===== src/rtl/rv_imm_if.sv =====
// Decode request/response bundle between an instruction source and rv_imm.
interface rv_imm_if;
  logic        in_valid;
  logic [31:0] inst;
  logic [31:0] imm;
  logic [2:0]  fmt;
  logic        out_valid;

  modport master (output in_valid, output inst, input imm, input fmt, input out_valid);
  modport slave  (input in_valid, input inst, output imm, output fmt, output out_valid);
endinterface


===== src/rtl/rv_imm.sv =====
// RV32I immediate extractor: classifies the opcode and registers the
// sign-extended immediate and format code one cycle after acceptance.
module rv_imm (
  input  logic   clk,
  input  logic   rst_n,
  rv_imm_if.slave bus
);

  localparam int unsigned XLEN  = 32;
  localparam int unsigned FMT_W = 3;

  localparam logic [FMT_W-1:0] FMT_NONE = 3'd0;
  localparam logic [FMT_W-1:0] FMT_I    = 3'd1;
  localparam logic [FMT_W-1:0] FMT_S    = 3'd2;
  localparam logic [FMT_W-1:0] FMT_B    = 3'd3;
  localparam logic [FMT_W-1:0] FMT_U    = 3'd4;
  localparam logic [FMT_W-1:0] FMT_J    = 3'd5;

  logic [XLEN-1:0]  imm_q, imm_d;
  logic [FMT_W-1:0] fmt_q, fmt_d;
  logic             valid_q, valid_d;

  logic [XLEN-1:0]  imm_c;
  logic [FMT_W-1:0] fmt_c;
  logic [31:0]      ins;

  assign ins = bus.inst;

  // Opcode classification and immediate reassembly; sign always from inst[31].
  always_comb begin
    imm_c = '0;
    fmt_c = FMT_NONE;
    unique case (ins[6:0])
      7'h03, 7'h13, 7'h67, 7'h73: begin
        fmt_c = FMT_I;
        imm_c = {{20{ins[31]}}, ins[31:20]};
      end
      7'h23: begin
        fmt_c = FMT_S;
        imm_c = {{20{ins[31]}}, ins[31:25], ins[11:7]};
      end
      7'h63: begin
        fmt_c = FMT_B;
        imm_c = {{19{ins[31]}}, ins[31], ins[7], ins[30:25], ins[11:8], 1'b0};
      end
      7'h37, 7'h17: begin
        fmt_c = FMT_U;
        imm_c = {ins[31:12], 12'h000};
      end
      7'h6F: begin
        fmt_c = FMT_J;
        imm_c = {{11{ins[31]}}, ins[31], ins[19:12], ins[20], ins[30:21], 1'b0};
      end
      default: begin
        fmt_c = FMT_NONE;
        imm_c = '0;
      end
    endcase
  end

  // Capture on accept; otherwise hold imm/fmt and drop the valid pulse.
  always_comb begin
    imm_d   = imm_q;
    fmt_d   = fmt_q;
    valid_d = 1'b0;
    if (bus.in_valid) begin
      imm_d   = imm_c;
      fmt_d   = fmt_c;
      valid_d = 1'b1;
    end
  end

  always_ff @(posedge clk or negedge rst_n) begin
    if (!rst_n) begin
      imm_q   <= '0;
      fmt_q   <= FMT_NONE;
      valid_q <= 1'b0;
    end else begin
      imm_q   <= imm_d;
      fmt_q   <= fmt_d;
      valid_q <= valid_d;
    end
  end

  assign bus.imm       = imm_q;
  assign bus.fmt       = fmt_q;
  assign bus.out_valid = valid_q;

endmodule


===== src/flat_wrapper.sv =====
// flat-port wrapper written by rule: the top's interface ports become plain ports
module rv_imm_flat 
  (clk, rst_n, bus_in_valid, bus_inst, bus_imm, bus_fmt, bus_out_valid);
  rv_imm_if bus_i ();
  input  logic clk;
  input  logic rst_n;
  input wire logic [$bits(bus_i.in_valid)-1:0] bus_in_valid;
  input wire logic [$bits(bus_i.inst)-1:0] bus_inst;
  output wire logic [$bits(bus_i.imm)-1:0] bus_imm;
  output wire logic [$bits(bus_i.fmt)-1:0] bus_fmt;
  output wire logic [$bits(bus_i.out_valid)-1:0] bus_out_valid;
  assign bus_i.in_valid = bus_in_valid;
  assign bus_i.inst = bus_inst;
  assign bus_imm = bus_i.imm;
  assign bus_fmt = bus_i.fmt;
  assign bus_out_valid = bus_i.out_valid;
  rv_imm u_core (.clk(clk), .rst_n(rst_n), .bus(bus_i));
endmodule

===== config.mk =====
export PLATFORM = sky130hd
export DESIGN_NAME = rv_imm_flat
export DESIGN_NICKNAME = d
export VERILOG_FILES = /design/src/rtl/rv_imm_if.sv /design/src/rtl/rv_imm.sv /design/src/flat_wrapper.sv
export SDC_FILE = /design/constraint.sdc
export NUM_CORES = 1
export LEC_CHECK = 0
export CAP_MARGIN = 20
export CORE_MARGIN = 2
export CORE_UTILIZATION = 39
export DETAILED_ROUTE_END_ITERATION = 6
export GPL_ROUTABILITY_DRIVEN = 0
export MAX_ROUTING_LAYER = met4
export PLACE_DENSITY = 0.76
export SLEW_MARGIN = 20
export SYNTH_ARGS = -nofsm -noshare
export SYNTH_HDL_FRONTEND = slang
export SYNTH_SLANG_ARGS = --single-unit
export TNS_END_PERCENT = 20

===== constraint.sdc =====
create_clock -name clk -period 0.8 [get_ports clk]
set_input_delay 0.16 -clock clk [delete_from_list [all_inputs] [get_ports clk]]
set_output_delay 0.16 -clock clk [all_outputs]
set_load 0.03 [all_outputs]

==> results of run 1 <==
flip-flops by register name, indices dropped and copies added (netlist names):
| signal | count |
|---|---|
| u_core.bus.fmt | 3 |
| u_core.bus.out_valid | 1 |
| u_core.bus.imm | 32 |
per-layer routing:
| layer | global-route usage, % | vias to the layer above | routed length [um] |
|---|---|---|---|
| met4 | 8.39 | 0 | 119 |
| met1 | 29.0 | 916 | 2480 |
| met3 | 4.72 | 11 | 383 |
| met5 | - | - | 0 |
| li1 | - | 874 | - |
| met2 | 36.7 | 80 | 3130 |
layout make-up:
class                      instances  area (sq um)  share of cell area (%)
multi-input combinational        122          1100                    32.4
tap                               52          65.1                    1.92
timing repair buffer             118          1210                    35.8
clock buffer                       7          96.3                    2.84
inverter                           4          15.0                   0.443
sequential                        36           901                    26.6
final timing paths:
kind                                                from                             end  depth (start not counted)
setup / recovery                             bus_inst[6]  u_core.bus.imm[22]$_DFFE_PN0P_                          7
hold / removal                              bus_in_valid  u_core.bus.out_valid$_DFF_PN0_                          2
setup reg to reg           u_core.bus.fmt[2]$_DFFE_PN0P_   u_core.bus.fmt[2]$_DFFE_PN0P_                          1
hold reg to reg            u_core.bus.fmt[0]$_DFFE_PN0P_   u_core.bus.fmt[0]$_DFFE_PN0P_                          1
max in group asynchronous                          rst_n  u_core.bus.imm[23]$_DFFE_PN0P_                          3
min in group asynchronous                          rst_n   u_core.bus.fmt[1]$_DFFE_PN0P_                          3
per-stage QoR:
| stage | hold WS, ns | instance area (sq um) | std cells | setup TNS, ns |
|---|---|---|---|---|
| 2_1_floorplan | -0.136 | 1840 | 173 | -17.04 |
| 3_3_place_gp | 0.137 | 2710 | 317 | -33.44 |
| 3_5_place_dp | 0.137 | 2710 | 317 | -34.10 |
| 4_1_cts | 0.249 | 3180 | 333 | -15.44 |
| 5_1_grt | 0.250 | 3390 | 339 | -18.99 |
| 6_report | 0.258 | 3390 | 339 | -17.19 |
cells by family after synthesis:
logic type / Yosys count
multiplexers: 1
flip-flops: 36
AND/OR/NAND/NOR: 65
AO/OA/AOI/OAI: 54
buffers and inverters: 16
XOR/XNOR: 1
timing repair:
item                                   4_1_cts  5_1_grt
gates cloned                                 1        1
setup endpoints to repair                   71       71
resized for setup                          103       26
pin swaps                                   43       21
hold buffers                                 1        0
buffers inserted                             8        6
endpoints found under the hold margin       36        0
cell usage in the layout, fill, tap and decap left out, drive strengths merged, types with 4 or more instances in the layout:
master         instances
a22o                  10
a22oi                  4
a311oi                 8
a31oi                 13
buf                   91
clkbuf                 8
clkdlybuf4s50         25
dfrtp                 36
inv                    4
nand2                 21
nor2                  24
o21ai                  5
o2bb2ai                6
power by group:
part	switching [W]	total (W)	internal (W)
Sequential	0.0000660	0.00197	0.00190
Clock	0.000616	0.00138	0.000767
Combinational	0.000613	0.00122	0.000604
==> results.tsv, run 1 <==
metric	value	unit
slowest cell delay on critical path	0.42	ns
Leak	1.46	nW
HPWL after DPL	3710	um
Synth cell types	42	
IO Count	71	
Post-synth top cells	dfrtp_1, nor2_1, nand2_1	
largest family of logic cells by synthesized area	compound AO/OA/AOI/OAI gates	
Fill cells	264	
syn_area_per_cell	10.5	sq um
Setup violations, final	71	
CTS sink cnt	36	
num rows	24	
Root Buffer Master	clkbuf_8	
final hold vios	0	
reg2reg setup slack	0.01	ns
Buf+Inv Stages, Crit Path	3	
top cells by area, synth	dfrtp_1, a22o_1, nor2_1, a31oi_1, nand2_1	
top-area cell type share of the netlist area	49.5	%
core box area	4410	sq um
vias in the first global route	1867	
unrepaired setup endpoints after global routing	true	
top_reg_cell synth	dfrtp_1	
relative max-transition margin	77.6	%
endpoint class of the critical path	flop	
area share of fa/ha/maj cells after synthesis	0	%
# DRC	0	
CTS tree	yes	
vias per cell	5.55	
chip width	72.3	um
global-route wire length before repair	9020	um
CP Data Required Time	0.99	ns
sequential-to-total area share from yosys stat	49.5	%
XOR/XNOR Fraction of Synth Area	0.481	%
asr flop ratio synth	100	%
Top delay family on crit path	simple AND/OR/NAND/NOR gates	
Place WS	-1.07	ns
Clock Pin Slew Worst Setup and Hold Paths	0.07	ns
total power	0.00457	W
instance count of the mapped netlist	173	
FMAX	822	MHz
H-tree levels	2	
Final Cycle Share	152	%
post-route minimum period	1.22	ns
Mapped Nets	208	
final core occ	76.8	%
top-count cell post-synth	dfrtp_1	
iteration-0 DRC count of the detailed router	61	
Final nets	322	
Post-Route WL	6110	um
Final ANT Viol Nets	0	
FF+latch count, synth	36	
Die Y	72.3	um
Compound-Gate Fraction of Synth Area	24.7	%
min-delay worst type	input port to flop	
CP max stage cell	or3b_4	
critical-path cell list	buf_8 -> or3b_4 -> nor2_4 -> buf_6 -> buf_8 -> nand2_1 -> a31oi_1	
post-synthesis mux area share	0.619	%
status	complete, but fails checks	
pwr dens	1350	nW/um^2
clk buf depth	2	
largest net degree at the start of global routing	37	
Slew Limit Fails	0	
Port Buffer Count	70	
crit path DAT	1.41	ns
simple logic cell fraction of the synthesized area	19.5	%
number of diodes	0	
number of synthesized flops with an enable pin	0	
wire per inst	18.0	um
share of layout cells above drive strength 1	50.9	%
DR vias	1881	
worst skew pair latency	0.28	ns
grt ovf	0	
nature of the critical path startpoint	input port	
Num CTS Buffers	5	
Synth area leader	dfrtp_1	
initial antenna violation count	0	
Initial Util	41.2	%
Synth Cell Area	1820	sq um
clock skew	0	ns
yosys warns	0	
full die area	5230	sq um
worst-path maximum fanout	8	
worst slew pin tran	0.333	ns
final worst slack	-0.416	ns
Max-Cap Viols	0	
failing checks	setup timing	
Initial DRT Pass Iterations	4	
GRT Total Usage	23.0	%
Most Frequent Cell on Critical Path	buf_8	
worst ir drop on vdd	0.918	mV
growth of design area from synthesis to finish	86.3	%
crit path kind	input port to flop	
Note: power is estimated with default switching activity, not from simulation.
==> inputs of run 2 (changes only) <==
--- a/config.mk
+++ b/config.mk
@@ -12,7 +12,6 @@
 export GPL_ROUTABILITY_DRIVEN = 0
 export MAX_ROUTING_LAYER = met4
 export PLACE_DENSITY = 0.76
-export SLEW_MARGIN = 20
 export SYNTH_ARGS = -nofsm -noshare
 export SYNTH_HDL_FRONTEND = slang
 export SYNTH_SLANG_ARGS = --single-unit
==> results of run 2 <==
The final DEF is identical to that of run 1; final timing and power are the same.
